**src/rtl/alarm_pkg.sv**
```systemverilog
// Shared state encoding and display-select codes for the alarm clock sequencer.
package alarm_pkg;

  typedef enum logic [2:0] {
    ST_IDLE   = 3'd0,
    ST_ARMED  = 3'd1,
    ST_SET    = 3'd2,
    ST_RING   = 3'd3,
    ST_SNOOZE = 3'd4
  } state_t;

  localparam logic [1:0] DISP_TIME = 2'b00;
  localparam logic [1:0] DISP_SET  = 2'b01;
  localparam logic [1:0] DISP_RING = 2'b10;
  localparam logic [1:0] DISP_SNZ  = 2'b11;

  function automatic logic [1:0] disp_code(input state_t s);
    case (s)
      ST_SET:    disp_code = DISP_SET;
      ST_RING:   disp_code = DISP_RING;
      ST_SNOOZE: disp_code = DISP_SNZ;
      default:   disp_code = DISP_TIME;
    endcase
  endfunction

endpackage

```
**src/rtl/alarm_sec_timer.sv**
```systemverilog
// Loadable up/down seconds counter; counts ring time up and snooze time down.
module alarm_sec_timer #(
  parameter int CNT_W = 9
) (
  input  logic             clk_in,
  input  logic             rst,
  input  logic             clr,
  input  logic             load,
  input  logic [CNT_W-1:0] load_val,
  input  logic             up,
  input  logic             dn,
  input  logic [CNT_W-1:0] term_val,
  output logic [CNT_W-1:0] cnt,
  output logic             term
);

  localparam logic [CNT_W-1:0] CNT_MAX = '1;

  // Priority clr > load > up > dn; both directions saturate.
  always_ff @(posedge clk_in or negedge rst) begin
    if (!rst) begin
      cnt <= '0;
    end else if (clr) begin
      cnt <= '0;
    end else if (load) begin
      cnt <= load_val;
    end else if (up && (cnt != CNT_MAX)) begin
      cnt <= cnt + 1'b1;
    end else if (dn && (cnt != '0)) begin
      cnt <= cnt - 1'b1;
    end
  end

  assign term = (cnt == term_val);

endmodule

```
**src/rtl/alarm_sequencer.sv**
```systemverilog
// Alarm clock sequencer: alarm detection, ringing with timeout, limited snooze, set mode.
module alarm_sequencer
  import alarm_pkg::*;
#(
  parameter int RING_TIMEOUT_S = 60,
  parameter int SNOOZE_S       = 300,
  parameter int MAX_SNOOZE     = 3,
  parameter int CNT_W          = 9,
  parameter int SNZ_W          = $clog2(MAX_SNOOZE + 1)
) (
  input  logic             clk_in,
  input  logic             rst,
  input  logic             tick_1s_i,
  input  logic [4:0]       cur_hh_i,
  input  logic [5:0]       cur_mm_i,
  input  logic [4:0]       alm_hh_i,
  input  logic [5:0]       alm_mm_i,
  input  logic             alm_en_i,
  input  logic             set_req_i,
  input  logic             snooze_i,
  input  logic             stop_i,
  output logic [1:0]       disp_sel_o,
  output logic             ring_o,
  output logic [CNT_W-1:0] snz_left_o,
  output state_t           dbg_state,
  output logic [SNZ_W-1:0] dbg_snz_cnt
);

  localparam logic [CNT_W-1:0] RING_LAST = CNT_W'(RING_TIMEOUT_S - 1);
  localparam logic [CNT_W-1:0] SNZ_LOAD  = CNT_W'(SNOOZE_S);
  localparam logic [CNT_W-1:0] SNZ_LAST  = CNT_W'(1);
  localparam logic [SNZ_W-1:0] SNZ_MAX   = SNZ_W'(MAX_SNOOZE);

  state_t           state_q, state_d;
  logic             phase_q, phase_d;
  logic [SNZ_W-1:0] snz_cnt_q, snz_cnt_d;
  logic             match, match_q, trigger;
  logic [1:0]       disp_q;
  logic             ring_q;

  logic             tmr_clr, tmr_load, tmr_up, tmr_dn, tmr_term;
  logic [CNT_W-1:0] tmr_term_val, tmr_cnt;

  assign match   = alm_en_i & (cur_hh_i == alm_hh_i) & (cur_mm_i == alm_mm_i);
  assign trigger = match & ~match_q;

  alarm_sec_timer #(.CNT_W(CNT_W)) u_timer (
    .clk_in   (clk_in),
    .rst      (rst),
    .clr      (tmr_clr),
    .load     (tmr_load),
    .load_val (SNZ_LOAD),
    .up       (tmr_up),
    .dn       (tmr_dn),
    .term_val (tmr_term_val),
    .cnt      (tmr_cnt),
    .term     (tmr_term)
  );

  always_comb begin
    state_d      = state_q;
    phase_d      = phase_q;
    snz_cnt_d    = snz_cnt_q;
    tmr_clr      = 1'b0;
    tmr_load     = 1'b0;
    tmr_up       = 1'b0;
    tmr_dn       = 1'b0;
    tmr_term_val = (state_q == ST_SNOOZE) ? SNZ_LAST : RING_LAST;
    unique case (state_q)
      ST_IDLE: begin
        if (alm_en_i)       state_d = ST_ARMED;
        else if (set_req_i) state_d = ST_SET;
      end
      ST_ARMED: begin
        if (!alm_en_i)      state_d = ST_IDLE;
        else if (set_req_i) state_d = ST_SET;
        else if (trigger) begin
          state_d = ST_RING;
          tmr_clr = 1'b1;
          phase_d = 1'b1;
        end
      end
      ST_SET: begin
        if (set_req_i) state_d = alm_en_i ? ST_ARMED : ST_IDLE;
      end
      // A button that changes state consumes a coincident tick.
      ST_RING: begin
        if (!alm_en_i)   state_d = ST_IDLE;
        else if (stop_i) state_d = ST_ARMED;
        else if (snooze_i && (snz_cnt_q < SNZ_MAX)) begin
          state_d   = ST_SNOOZE;
          snz_cnt_d = snz_cnt_q + 1'b1;
          tmr_load  = 1'b1;
        end else if (tick_1s_i) begin
          if (tmr_term) begin
            state_d = ST_ARMED;
          end else begin
            tmr_up  = 1'b1;
            phase_d = ~phase_q;
          end
        end
      end
      ST_SNOOZE: begin
        if (!alm_en_i)   state_d = ST_IDLE;
        else if (stop_i) state_d = ST_ARMED;
        else if (tick_1s_i) begin
          if (tmr_term) begin
            state_d = ST_RING;
            tmr_clr = 1'b1;
            phase_d = 1'b1;
          end else begin
            tmr_dn = 1'b1;
          end
        end
      end
      default: state_d = ST_IDLE;
    endcase
    if ((state_d == ST_ARMED) || (state_d == ST_IDLE)) begin
      snz_cnt_d = '0;
      tmr_clr   = 1'b1;
      phase_d   = 1'b0;
    end
  end

  always_ff @(posedge clk_in or negedge rst) begin
    if (!rst) begin
      state_q   <= ST_IDLE;
      phase_q   <= 1'b0;
      snz_cnt_q <= '0;
      match_q   <= 1'b0;
      disp_q    <= DISP_TIME;
      ring_q    <= 1'b0;
    end else begin
      state_q   <= state_d;
      phase_q   <= phase_d;
      snz_cnt_q <= snz_cnt_d;
      match_q   <= match;
      disp_q    <= disp_code(state_d);
      ring_q    <= (state_d == ST_RING) & phase_d;
    end
  end

  assign disp_sel_o  = disp_q;
  assign ring_o      = ring_q;
  assign snz_left_o  = (state_q == ST_SNOOZE) ? tmr_cnt : '0;
  assign dbg_state   = state_q;
  assign dbg_snz_cnt = snz_cnt_q;

endmodule

```
**config.mk**
```make
export PLATFORM = sky130hd
export DESIGN_NAME = alarm_sequencer
export DESIGN_NICKNAME = d
export VERILOG_FILES = /design/src/rtl/alarm_pkg.sv /design/src/rtl/alarm_sec_timer.sv /design/src/rtl/alarm_sequencer.sv
export SDC_FILE = /design/constraint.sdc
export NUM_CORES = 1
export LEC_CHECK = 0
export BUFFER_PORTS_ARGS = -buffer_cell sky130_fd_sc_hd__buf_2
export CAP_MARGIN = 15
export CORE_ASPECT_RATIO = 1.2
export CORE_MARGIN = 2
export CORE_UTILIZATION = 45
export CTS_BUF_LIST = sky130_fd_sc_hd__clkbuf_16
export DETAILED_ROUTE_END_ITERATION = 8
export GPL_TIMING_DRIVEN = 0
export PLACE_DENSITY = 0.72
export SYNTH_ARGS = -nofsm -noshare
export SYNTH_HDL_FRONTEND = slang
export SYNTH_HIERARCHICAL = 1
export SYNTH_SLANG_ARGS = --single-unit
```
**constraint.sdc**
```tcl
create_clock -name clk_in -period 7.4 [get_ports clk_in]
set_input_delay 1.11 -clock clk_in [delete_from_list [all_inputs] [get_ports clk_in]]
set_output_delay 1.11 -clock clk_in [all_outputs]
set_load 0.02 [all_outputs]
```
==> flow_metrics.env <==
export IMPL_vias=1655
export IMPL_clock_insertion_delay_worst_skew_ps=250
export IMPL_cts_tree="done"
export IMPL_setup_total_negative_slack_ps=0
export IMPL_final_setup_viol_count=0
export IMPL_synth_warnings=6
export IMPL_place_hpwl_mm=3.20
export IMPL_fmaxAchievable_mhz=254
export IMPL_cts_sink_count=19
export IMPL_tightest_slew_ps=721
export IMPL_setup_worst_path_class="reg -> reg"
export IMPL_netlist_top_cell_by_area="sky130_fd_sc_hd__dfrtp_1"
export IMPL_die_h_um=72.2
export IMPL_timing_critical_path_from_type="register"
export IMPL_max_slew_margin_pct=51.5
export IMPL_die_width_um=60.8
export IMPL_chain_of_cells_forming_the_critical_path="clkbuf_2, nor3b_2, inv_2, xnor2_1, nand4_1, nor4_1, nand2_1, a31oi_1, o32ai_1, a211oi_2, o21bai_1, clkbuf_1, nor2_1, nand2_1, o2bb2a_1, nand3_1"
export IMPL_hold_path_class="reg -> reg"
export IMPL_coreArea_um2=3660
export IMPL_sw_frac_of_total_pct=29.0
export IMPL_initialDrtViolationCount=70
export IMPL_post_route_min_period_ps=3930
export IMPL_path_max_fanout=10
export IMPL_endpoint_kind_of_the_worst_setup_timing_path="register"
export IMPL_critPathSlowestCell="sky130_fd_sc_hd__nor4_1"
export IMPL_grt_max_degree=20
export IMPL_post_cts_hold_buffers=0
export IMPL_pwr_share_clk_pct=36.4
export IMPL_initial_core_util_pct=47.6
export IMPL_gp_congestion=0.856
export IMPL_combinationalPowerShare_pct=25.8
export IMPL_internal_power_uw=212
export IMPL_globalRouteOverflowTotal=0
export IMPL_total_area_of_sequential_cells_um2=475
export IMPL_drt_wirelength_per_cell_um=13.3
export IMPL_final_fill_count=340
export IMPL_antenna_violating_nets_post_route=0
export IMPL_worst_slack_ps=3470
export IMPL_max_cap_violations=0
export IMPL_report_final_slew_viol_count=0
export IMPL_post_place_ws_ps=3450
export IMPL_pwr_density_cell_nw_per_um2=138
export IMPL_worst_endpoint_arrival_ps=4060
export IMPL_ctsHtreeMaxLevel=1
export IMPL_seq_power_share_pct=37.8
export IMPL_drt_first_pass_iters=4
export IMPL_grt_pass1_wl_mm=6.74
export IMPL_place_port_buffers=45
export IMPL_synth_top_cell_area_share_pct=27.3
export IMPL_timing_final_crit_share_pct=53.1
export IMPL_switching_power_uw=86.3
export IMPL_antenna_found_initial=0
export IMPL_synth_ff_type="sky130_fd_sc_hd__dfrtp_1"
export IMPL_diodes=0
export IMPL_syn_mean_instance_area_um2=8.89
export IMPL_core_rowCount=24
export IMPL_fin_nets=297
export IMPL_vdd_drop_max_mv=0.108
export IMPL_drt_drc_violations_left=0
export IMPL_clk_slew_on_worst_s_h_paths_ps=50
export IMPL_p_leak_nw=0.980
export IMPL_area_added_between_synthesis_and_finish_pct=23.8
export IMPL_cts_repair_resized_insts=0
export IMPL_ys_seq_elements=19
export IMPL_synth_enable_flop_cells=0
export IMPL_synth_area_leaders="sky130_fd_sc_hd__dfrtp_1, sky130_fd_sc_hd__xnor2_1, sky130_fd_sc_hd__ha_1"
export IMPL_grt_pass1_vias=1514
export IMPL_critical_path_most_common_cell="sky130_fd_sc_hd__nand2_1"
export IMPL_synthDistinctLibCells=53
export IMPL_critical_path_max_stage_delay_ps=570
export IMPL_rsz0062_at_grt="false"
export IMPL_floorplan_io_pins=46
export IMPL_final_layout_size_suffix_gt1_share_pct=22.6
export IMPL_netlist_area_um2=1740
export IMPL_run_status="complete, no violations"
export IMPL_detail_route_wirelength_mm=4.12
export IMPL_drt_vias_per_instance=5.36
export IMPL_count_of_endpoints_failing_hold_in_the_final_timing_report=0
export IMPL_cts_root_to_sink_buffers=2
export IMPL_post_cts_setup_buffer_count=0
export IMPL_fin_worst_skew_ps=1.89
export IMPL_global_route_usage_total_pct=20.1
export IMPL_cts_buffers_inserted=3
export IMPL_critPathRequiredTime_ps=7520
export IMPL_clock_tree_root_cell="sky130_fd_sc_hd__clkbuf_16"
export IMPL_synthArstFlopShare_pct=100
export IMPL_syn_instance_count=196
export IMPL_die_area_um2=4390
export IMPL_synth_seq_area_share_pct=27.3
export IMPL_area_of_the_multi_input_gates_um2=1250
==> routing by layer <==
metal / vias up / GRT usage, % / wire (um)
met5: - / 0 / 0
met4: 0 / 7.97 / 93
met3: 8 / 1.78 / 214
met2: 52 / 32.6 / 1970
met1: 757 / 27.4 / 1840
li1: 838 / - / -
==> per-stage QoR <==
stage | instances | util (%) | cell area, um^2 | hold slack (ps) | power [mW]
floorplan | 208 | - | 1790 | 615 | 0.166
global placement | 305 | 56.7 | 2080 | 542 | 0.190
detailed placement | 305 | 56.7 | 2080 | 546 | 0.191
CTS | 309 | 58.9 | 2160 | 563 | 0.300
global route | 309 | 58.9 | 2160 | 636 | 0.316
finish | 309 | 58.9 | 2160 | 557 | 0.298
==> cells in the mapped netlist, types with 5 or more instances <==
| master | n |
|---|---|
| sky130_fd_sc_hd__dfrtp_1 | 19 |
| sky130_fd_sc_hd__a21oi_1 | 13 |
| sky130_fd_sc_hd__and2_1 | 9 |
| sky130_fd_sc_hd__ha_1 | 9 |
| sky130_fd_sc_hd__nand2_1 | 8 |
| sky130_fd_sc_hd__xnor2_1 | 23 |
| sky130_fd_sc_hd__nand4_1 | 5 |
| sky130_fd_sc_hd__nand3_1 | 5 |
| sky130_fd_sc_hd__inv_1 | 9 |
| sky130_fd_sc_hd__nor2_1 | 12 |
| sky130_fd_sc_hd__nor3_1 | 7 |
| sky130_fd_sc_hd__mux2i_1 | 5 |
| sky130_fd_sc_hd__a211oi_1 | 7 |
==> layout make-up <==
cell class | instances | area share (%)
Inverter | 11 | 1.91
Buffer | 4 | 1.10
Tap cell | 52 | 3.02
Timing Repair Buffer | 45 | 10.4
Sequential cell | 19 | 22.0
Multi-Input combinational cell | 174 | 57.8
Clock inverter | 1 | 0.174
Clock buffer | 3 | 3.48
==> path summary, 6_finish.rpt <==
kind	cells past startpoint	slack (ps)	to	start
max	16	3470	u_timer/cnt[8]$_DFFE_PN0P_	dbg_state[1]$_DFF_PN0_
min	2	560	dbg_snz_cnt[1]$_DFFE_PN0P_	dbg_snz_cnt[1]$_DFFE_PN0P_
max reg2reg	16	3470	u_timer/cnt[8]$_DFFE_PN0P_	dbg_state[1]$_DFF_PN0_
min reg2reg	2	560	dbg_snz_cnt[1]$_DFFE_PN0P_	dbg_snz_cnt[1]$_DFFE_PN0P_
max in group asynchronous	1	6290	u_timer/cnt[2]$_DFFE_PN0P_	rst
min in group asynchronous	1	800	disp_sel_o[1]$_DFF_PN0_	rst
==> sequential cells by signal, summed over array words and instances (netlist names) <==
register     flops
ring_o           1
disp_sel_o       2
u_timer/cnt      9
dbg_snz_cnt      2
phase_q          1
match_q          1
dbg_state        3
==> kinds of logic after synthesis <==
group	Yosys count	synth area share (%)
AO/OA/AOI/OAI	54	23.5
AND/OR/NAND/NOR	63	20.4
other	2	0.431
adder cells (fa/ha/maj)	10	7.61
multiplexers	6	3.52
XOR/XNOR	27	13.6
flip-flops	19	27.3
buffers and inverters	15	3.73
==> cell usage in the layout (no fill, tap or decap), types with 2 or more instances in the layout <==
cell type,instances
sky130_fd_sc_hd__and2_1,9
sky130_fd_sc_hd__ha_1,9
sky130_fd_sc_hd__o21a_1,2
sky130_fd_sc_hd__xnor2_1,23
sky130_fd_sc_hd__nand4_1,5
sky130_fd_sc_hd__xor2_1,4
sky130_fd_sc_hd__clkbuf_16,3
sky130_fd_sc_hd__nand2b_1,3
sky130_fd_sc_hd__nor3_1,7
sky130_fd_sc_hd__inv_2,2
sky130_fd_sc_hd__nand3_1,5
sky130_fd_sc_hd__mux2i_1,5
sky130_fd_sc_hd__nand2_1,8
sky130_fd_sc_hd__or3_1,3
sky130_fd_sc_hd__clkbuf_1,2
sky130_fd_sc_hd__o211ai_1,2
sky130_fd_sc_hd__o21ai_1,2
sky130_fd_sc_hd__a21oi_1,13
sky130_fd_sc_hd__a211oi_2,2
sky130_fd_sc_hd__o22a_1,2
sky130_fd_sc_hd__conb_1,14
sky130_fd_sc_hd__inv_1,10
sky130_fd_sc_hd__nor4_1,2
sky130_fd_sc_hd__a21o_1,4
sky130_fd_sc_hd__dfrtp_1,19
sky130_fd_sc_hd__a31oi_1,3
sky130_fd_sc_hd__nor2_1,12
sky130_fd_sc_hd__a22o_1,2
sky130_fd_sc_hd__or4b_1,2
sky130_fd_sc_hd__buf_2,45
sky130_fd_sc_hd__a211oi_1,7
sky130_fd_sc_hd__o21bai_1,3
==> power groups by stage <==
| stage | Sequential (mW) | Clock, mW | Combinational [mW] |
|---|---|---|---|
| 2_1_floorplan | 0.119 | 0 | 0.0471 |
| 3_3_place_gp | 0.114 | 0 | 0.0756 |
| 3_5_place_dp | 0.114 | 0 | 0.0767 |
| 4_1_cts | 0.113 | 0.110 | 0.0770 |
| 5_1_grt | 0.113 | 0.116 | 0.0859 |
| 6_report | 0.113 | 0.108 | 0.0768 |
==> worst max-delay path: cells and delay by family, from the launching register on <==
kind            cells  cell delay (ps)
xor+xnor            1              160
compound gates      5             1050
buf+inv             3              680
flops               1              360
simple gates        7             1530
Note: power is estimated with default switching activity, not from simulation.
